==> src/rtl/clk_enable_monitor.sv <==
// clk_enable_monitor
//   Receive-side checker for a periodic single-cycle enable pulse. It measures
//   the number of clock_5 cycles between pulses, declares lock after a run of
//   in-tolerance periods, and raises sticky flags for short or missing pulses.
//
// Ports
//   clock_5      in   1  system clock, rising edge
//   reset        in   1  synchronous, active-low
//   enable_in    in   1  pulse under test; each cycle sampled high is a tick
//   clear_err    in   1  clears the sticky error flags
//   period_out   out 32  last measured period in cycles
//   period_valid out  1  one-cycle strobe when period_out updates
//   tick_count   out 16  ticks since reset, wraps
//   locked       out  1  high while in LOCKED
//   err_short    out  1  sticky: a period below the lower tolerance bound was seen
//   err_long     out  1  sticky: no tick arrived within the upper tolerance bound
//   state_out    out  2  IDLE=00, MEASURE=01, LOCKED=10, LOST=11
module clk_enable_monitor #(
  parameter logic [31:0] EXPECTED_PERIOD = 32'd10000001,
  parameter logic [31:0] TOLERANCE       = 32'd0,
  parameter logic [3:0]  LOCK_COUNT      = 4'd4
) (
  input  logic        clock_5,
  input  logic        reset,
  input  logic        enable_in,
  input  logic        clear_err,
  output logic [31:0] period_out,
  output logic        period_valid,
  output logic [15:0] tick_count,
  output logic        locked,
  output logic        err_short,
  output logic        err_long,
  output logic [1:0]  state_out
);

  typedef enum logic [1:0] {
    IDLE      = 2'b00,
    MEASURE   = 2'b01,
    LOCKED_ST = 2'b10,
    LOST      = 2'b11
  } state_t;

  localparam logic [31:0] PERIOD_MIN  = EXPECTED_PERIOD - TOLERANCE;
  // cnt holds (cycles since last tick - 1), so this value on a quiet cycle
  // means the upper bound has been reached without a tick.
  localparam logic [31:0] TIMEOUT_CNT = EXPECTED_PERIOD + TOLERANCE - 32'd1;

  state_t      state_q;
  logic [31:0] cnt_q;
  logic [3:0]  good_q;
  logic [31:0] period_q;
  logic        period_valid_q;
  logic [15:0] tick_count_q;
  logic        locked_q;
  logic        err_short_q;
  logic        err_long_q;

  logic        active;
  logic [31:0] period_d;
  logic        is_short;
  logic        is_timeout;
  logic        set_short;
  logic        set_long;
  logic        err_short_d;
  logic        err_long_d;

  assign active     = (state_q == MEASURE) || (state_q == LOCKED_ST);
  assign period_d   = cnt_q + 32'd1;
  assign is_short   = period_d < PERIOD_MIN;
  assign is_timeout = cnt_q == TIMEOUT_CNT;
  assign set_short  = active && enable_in && is_short;
  assign set_long   = active && !enable_in && is_timeout;

  // A new error in the same cycle as clear_err wins over the clear.
  assign err_short_d = set_short | (err_short_q & ~clear_err);
  assign err_long_d  = set_long  | (err_long_q  & ~clear_err);

  always_ff @(posedge clock_5) begin
    if (!reset) begin
      state_q        <= IDLE;
      cnt_q          <= 32'd0;
      good_q         <= 4'd0;
      period_q       <= 32'd0;
      period_valid_q <= 1'b0;
      tick_count_q   <= 16'd0;
      locked_q       <= 1'b0;
      err_short_q    <= 1'b0;
      err_long_q     <= 1'b0;
    end else begin
      period_valid_q <= 1'b0;
      err_short_q    <= err_short_d;
      err_long_q     <= err_long_d;
      if (enable_in) begin
        tick_count_q <= tick_count_q + 16'd1;
      end

      case (state_q)
        // The interval since the previous tick is unknown here, so the
        // first tick only starts a measurement.
        IDLE, LOST: begin
          if (enable_in) begin
            state_q <= MEASURE;
            cnt_q   <= 32'd0;
          end
        end

        MEASURE: begin
          if (enable_in) begin
            cnt_q          <= 32'd0;
            period_q       <= period_d;
            period_valid_q <= 1'b1;
            if (is_short) begin
              good_q <= 4'd0;
            end else begin
              good_q <= good_q + 4'd1;
              if (good_q + 4'd1 == LOCK_COUNT) begin
                state_q  <= LOCKED_ST;
                locked_q <= 1'b1;
              end
            end
          end else if (is_timeout) begin
            state_q  <= LOST;
            good_q   <= 4'd0;
            locked_q <= 1'b0;
          end else begin
            cnt_q <= cnt_q + 32'd1;
          end
        end

        LOCKED_ST: begin
          if (enable_in) begin
            cnt_q          <= 32'd0;
            period_q       <= period_d;
            period_valid_q <= 1'b1;
            if (is_short) begin
              state_q  <= MEASURE;
              good_q   <= 4'd0;
              locked_q <= 1'b0;
            end
          end else if (is_timeout) begin
            state_q  <= LOST;
            good_q   <= 4'd0;
            locked_q <= 1'b0;
          end else begin
            cnt_q <= cnt_q + 32'd1;
          end
        end

        default: state_q <= IDLE;
      endcase
    end
  end

  assign period_out   = period_q;
  assign period_valid = period_valid_q;
  assign tick_count   = tick_count_q;
  assign locked       = locked_q;
  assign err_short    = err_short_q;
  assign err_long     = err_long_q;
  assign state_out    = state_q;

endmodule

==> config.mk <==
export PLATFORM = sky130hd
export DESIGN_NAME = clk_enable_monitor
export DESIGN_NICKNAME = d
export VERILOG_FILES = /design/src/rtl/clk_enable_monitor.sv
export SDC_FILE = /design/constraint.sdc
export NUM_CORES = 1
export LEC_CHECK = 0
export CORE_MARGIN = 3
export CORE_UTILIZATION = 61
export CTS_CLUSTER_SIZE = 8
export DETAILED_ROUTE_END_ITERATION = 8
export PLACE_DENSITY = 0.88
export SYNTH_ARGS = -nofsm -noshare
export SYNTH_HDL_FRONTEND = slang
export SYNTH_SLANG_ARGS = --single-unit
==> constraint.sdc <==
create_clock -name clock_5 -period 6.6 [get_ports clock_5]
set_input_delay 1.32 -clock clock_5 [delete_from_list [all_inputs] [get_ports clock_5]]
set_output_delay 1.32 -clock clock_5 [all_outputs]
set_load 0.02 [all_outputs]
==> metrics.csv, run 1 <==
metric,value,unit
nNetsFinal,633,
die-area,9340,µm²
wl,11700,µm
grt_pass1_wl,20000,µm
synthXorXnorAreaFrac,10.5,%
rsz0062_at_grt,no,
grt_max_degree,63,
ios,58,
port-buffer-count,57,
root_buffer,clkbuf_8,
leakage,2.19,nW
drt_iter0_drc,252,
cts_num_sinks,90,
fin_skew,11.1,ps
wl_met3,702,µm
cts_htree_levels,3,
rows,32,
clk_pin_slew_worst_paths,90,ps
synth_top_family_by_area,simple AND/OR/NAND/NOR gates,
fill_cells,623,
die_h,96.7,µm
firstDrtPassIters,5,
avgSynthCellArea,8.30,µm²
antenna_found_initial,0,
synth-seq-cells,90,
comb_power_share,12.0,%
yosys_warnings,0,
netlist_area,5010,µm²
p_sw,289,µW
vdd_drop_max,118,µV
postRouteAntennaNets,0,
synth-simple-area-share,29.4,%
slew_viol_final,0,
grt_usage,25.2,%
die_width,96.7,µm
cts_tree,built,
slew_headroom,20.8,%
seqPwrFrac,52.5,%
cp.arrival,4210,ps
post_cts_buffers,0,
drive_above_1_share,6.22,%
clkLatencyLatePin,370,ps
syn-num-nets,615,
cts_resized,0,
status,finished clean,
wl_per_cell,16.1,µm
grt_pass1_vias,4279,
synthArstFlopShare,0,%
ys_seq_area_share,35.9,%
synth_edf_count,0,
max_freq,255,MHz
power.total,1.09,mW
synth.distinct_cells,69,
finalSetupViolCount,0,
cp-end-kind,register,
maxUsedRoutingLayer,met4,
numCtsBuffers,9,
num_antenna_cells,0,
synth_mux_area_share,0.824,%
fin_setup_tns,0,ps
grt_overflow,0,
viasPerCell,6.17,
swShare,26.6,%
synth-adder-area-share,1.75,%
clkPwrFrac,35.5,%
dr_wl_met2,5610,µm
internal-power,800,µW
seq_area,1800,µm²
max_slew.worst_pin.slew,1190,ps
start_util,63.9,%
coreArea,7850,µm²
final.period_utilization,59.4,%
dp_hpwl,8030,µm
synth_compound_area_share,16.0,%
crit_fanout,33,
powerDensity,191,nW/µm²
hold_viol_final,0,
cp.required,6890,ps
drv_cap,0,
area_growth,13.6,%
place_congestion,0.936,
path_class,input pin to register,
met1_length,5160,µm
cts_max_path_buffers,2,
ys.flop_type,dfxtp_1,
post-route-min-period,3920,ps
syn_inst,604,
multiInputGateArea,2940,µm²
cts_hold_buf,0,
drc,0,
cp-start-kind,input pin,
worstHoldPathType,register to register,
via_count,4498,
==> cell families (layout without fill, tap and decap cells) <==
| group | count (synthesis) | count (layout) |
|---|---|---|
| simple gates | 274 | 274 |
| compound gates | 105 | 105 |
| flops | 90 | 90 |
| buf+inv | 64 | 87 |
| xor+xnor | 60 | 60 |
| fa+ha+maj | 7 | 7 |
| mux | 4 | 4 |
==> layer usage <==
metal  track usage, %  vias to the layer above
li1                 -                     2165
met2             42.9                      169
met1             31.9                     2139
met4             10.3                        0
met5                0                        -
met3             3.68                       25
==> power by group through the flow <==
stage               Sequential (mW)  Combinational, mW  Clock, mW
detailed placement            0.585              0.131          0
floorplan                     0.604             0.0592          0
global route                  0.575              0.141      0.412
global placement              0.584              0.127          0
finish                        0.573              0.131      0.387
CTS                           0.573              0.131      0.392
==> through the flow <==
step                      instances  util [%]  cell area (µm²)  setup WS [ps]  hold WS [ps]
after CTS                       729      72.6             5700           2700           478
after global placement          713      70.0             5490           2490           459
after global routing            729      72.6             5700           2440           508
final                           729      72.6             5700           2680           473
after floorplan                 604         -             5010           3620           464
after detailed placement        713      70.0             5490           2370           466
==> worst paths after layout <==
| check | endpoint | slack (ps) | cells past startpoint | start |
|---|---|---|---|---|
| setup / recovery | state_out[1] | 2680 | 7 | enable_in |
| hold / removal | period_out[1] | 470 | 2 | period_out[1] |
| setup reg to reg | state_out[0] | 2720 | 10 | cnt_q[0] |
| hold reg to reg | period_out[1] | 470 | 2 | period_out[1] |
==> sequential cells by signal (all words and copies together), names as in the netlist <==
signal / cells
period_valid: 1
state_out: 2
period_out: 32
good_q: 4
tick_count: 16
err_short: 1
locked: 1
err_long: 1
cnt_q: 32
==> worst max-delay path, cell delays in order <==
cell and delay, ps:
clkdlybuf4s50_1 890, clkinv_1 430, nor2_4 570, buf_4 420
a41oi_1 170, o32a_1 200, a21boi_0 160
==> area by class of cell <==
cell class	count	area share, %
Clock buffer	10	2.42
Clock inverter	6	1.14
Inverter	12	0.791
Multi-Input combinational cell	450	51.6
Sequential cell	90	31.6
Tap cell	102	2.24
Timing Repair Buffer	59	10.2
==> cell usage after synthesis (4+ instances only) <==
| cell | count | area [µm²] |
|---|---|---|
| a211oi_1 | 4 | 30.0 |
| a21boi_0 | 10 | 75.1 |
| a21oi_1 | 14 | 70.1 |
| and2_1 | 14 | 87.6 |
| and3_1 | 13 | 81.3 |
| and4_1 | 5 | 43.8 |
| buf_1 | 4 | 15.0 |
| buf_2 | 6 | 30.0 |
| buf_4 | 7 | 52.6 |
| clkbuf_1 | 34 | 128 |
| dfxtp_1 | 90 | 1800 |
| ha_1 | 7 | 87.6 |
| inv_1 | 11 | 41.3 |
| nand2_1 | 71 | 267 |
| nand2b_1 | 7 | 43.8 |
| nand3_1 | 22 | 110 |
| nand4_1 | 18 | 113 |
| nor2_1 | 53 | 199 |
| nor2b_1 | 4 | 25.0 |
| nor3_1 | 19 | 95.1 |
| nor3b_1 | 5 | 37.5 |
| nor4_1 | 6 | 37.5 |
| o211a_1 | 25 | 250 |
| o211ai_1 | 5 | 37.5 |
| o21ai_0 | 19 | 95.1 |
| or3_1 | 14 | 87.6 |
| xnor2_1 | 33 | 289 |
| xor2_1 | 27 | 236 |
==> cells in the final DEF, fill, tap and decap left out, drive strengths merged, types with 4 or more instances in the layout <==
cell,n
nor2,54
nor2b,4
nand4,20
nand2,72
and4,5
nor4,10
or4,4
xnor2,33
nand3,24
a211oi,5
clkdlybuf4s50,56
and2,14
a21boi,10
xor2,27
o211a,25
o21ai,19
o211ai,5
nor3,19
or3,14
nand2b,7
and3,13
inv,12
nor3b,5
clkbuf,10
dfxtp,90
a21oi,14
clkinv,4
ha,7
Power figures use the tool's default switching activity.
==> run 2: changes to the inputs <==
--- a/config.mk
+++ b/config.mk
@@ -6,10 +6,10 @@
 export NUM_CORES = 1
 export LEC_CHECK = 0
 export CORE_MARGIN = 3
-export CORE_UTILIZATION = 61
+export CORE_UTILIZATION = 51
 export CTS_CLUSTER_SIZE = 8
 export DETAILED_ROUTE_END_ITERATION = 8
-export PLACE_DENSITY = 0.88
+export PLACE_DENSITY = 0.79
 export SYNTH_ARGS = -nofsm -noshare
 export SYNTH_HDL_FRONTEND = slang
 export SYNTH_SLANG_ARGS = --single-unit
==> constraint.sdc (replaced) <==
create_clock -name clock_5 -period 3.6 [get_ports clock_5]
set_input_delay 0.72 -clock clock_5 [delete_from_list [all_inputs] [get_ports clock_5]]
set_output_delay 0.72 -clock clock_5 [all_outputs]
set_load 0.02 [all_outputs]
==> run 2 against run 1 <==
  * Non-clock buffer count is 16 higher
  * Highest routed layer unchanged
  * Clock power increased by 71%
  * Sequential share of layout area decreased by 0.87 points
  * Setup slack worse by 2400 ps
  * First-iteration DRC count increased by 25%
==> metrics.csv, run 2 (synthesis results as in run 1) <==
metric,value,unit
antenna_found_initial,0,
met1_length,5600,µm
wl_met3,759,µm
cp-start-kind,register,
wl,12100,µm
hold_viol_final,0,
die_width,105,µm
die-area,11100,µm²
max_freq,297,MHz
dp.cells,756,
cts_tree,built,
grt_overflow,0,
final.period_utilization,93.4,%
fin_skew,16.2,ps
nNetsFinal,649,
grt_usage,22.1,%
start_util,53.2,%
crit_fanout,10,
fin_setup_tns,0,ps
grt_max_degree,63,
cp.arrival,3630,ps
rows,35,
worstHoldPathType,register to register,
fin_util,62.2,%
cts_hold_buf,0,
dr_wl_met2,5500,µm
fin_cells,772,
status,finished clean,
placed_cell_area,5660,µm²
clk_pin_slew_worst_paths,90,ps
place_ws,250,ps
grt_pass1_wl,20200,µm
finalSetupViolCount,0,
cts_num_sinks,90,
cp.required,3860,ps
drive_above_1_share,8.86,%
cts_htree_levels,3,
numCtsBuffers,9,
grt_pass1_vias,4243,
max_slew.worst_pin.slew,984,ps
clkLatencyLatePin,370,ps
power.total,1.96,mW
dp_hpwl,8430,µm
area_growth,16.8,%
die_h,105,µm
vdd_drop_max,190,µV
cp-end-kind,register,
post-route-min-period,3360,ps
postRouteAntennaNets,0,
coreArea,9420,µm²
ios,58,
cts_max_path_buffers,2,
slew_viol_final,0,
place_congestion,0.915,
drt_iter0_drc,315,
viasPerCell,5.79,
num_antenna_cells,0,
final_cell_mix,"dfxtp_1, nand2_1, clkdlybuf4s50_1",
worst_slack,236,ps
slew_headroom,34.4,%
firstDrtPassIters,5,
post_cts_buffers,0,
path_class,register to register,
rsz0062_at_grt,no,
drc,0,
powerDensity,335,nW/µm²
port-buffer-count,57,
leakage,2.25,nW
root_buffer,clkbuf_8,
drv_cap,0,
maxUsedRoutingLayer,met4,
wl_per_cell,15.7,µm
via_count,4469,
whs,476,ps
final_common_cell,dfxtp_1,
stdcell_area,5860,µm²
==> run 2: repair_timing <==
action / CTS / global route
setup endpoints to repair: 0 / 2
endpoints found under the hold margin: 0 / 0
gates resized for setup: 0 / 2
==> run 2: final cells by class <==
class,count,area [µm²]
clock buffers,9,124
clock inverters,7,65.1
fillers,819,3560
inverters,12,45.0
multi-input cells,450,2950
flip-flops and latches,90,1800
well taps,129,161
repair buffers,75,713
==> run 2: metal layers <==
layer  track usage [%]  up-vias
met1              29.6     2094
met3              4.57       26
li1                  -     2194
met4              7.78        0
met5                 0        -
met2              35.2      155
==> run 2: path summary, 6_finish.rpt <==
kind | startpoint | endpoint | slack (ps) | cells after the start
max | cnt_q[12] | state_out[0] | 240 | 9
min | period_out[1] | period_out[1] | 480 | 2
max reg2reg | cnt_q[12] | state_out[0] | 240 | 9
min reg2reg | period_out[1] | period_out[1] | 480 | 2
==> run 2: power by group <==
part	leakage (nW)	switching (mW)	total (mW)	internal, mW
clock	0.0852	0.401	0.663	0.263
combinational	1.44	0.145	0.248	0.104
sequential	0.729	0.0201	1.05	1.03
total	2.25	0.565	1.96	1.39
==> run 2: critical path: stages, from the launching register on <==
cell and delay [ps]:
dfxtp_1 560, nand4_1 340, nor4_4 500, nand4_1 260
mux2i_1 200, o211ai_1 100, or4_4 540, nor2_2 250
o2bb2ai_1 150, a2111oi_2 360
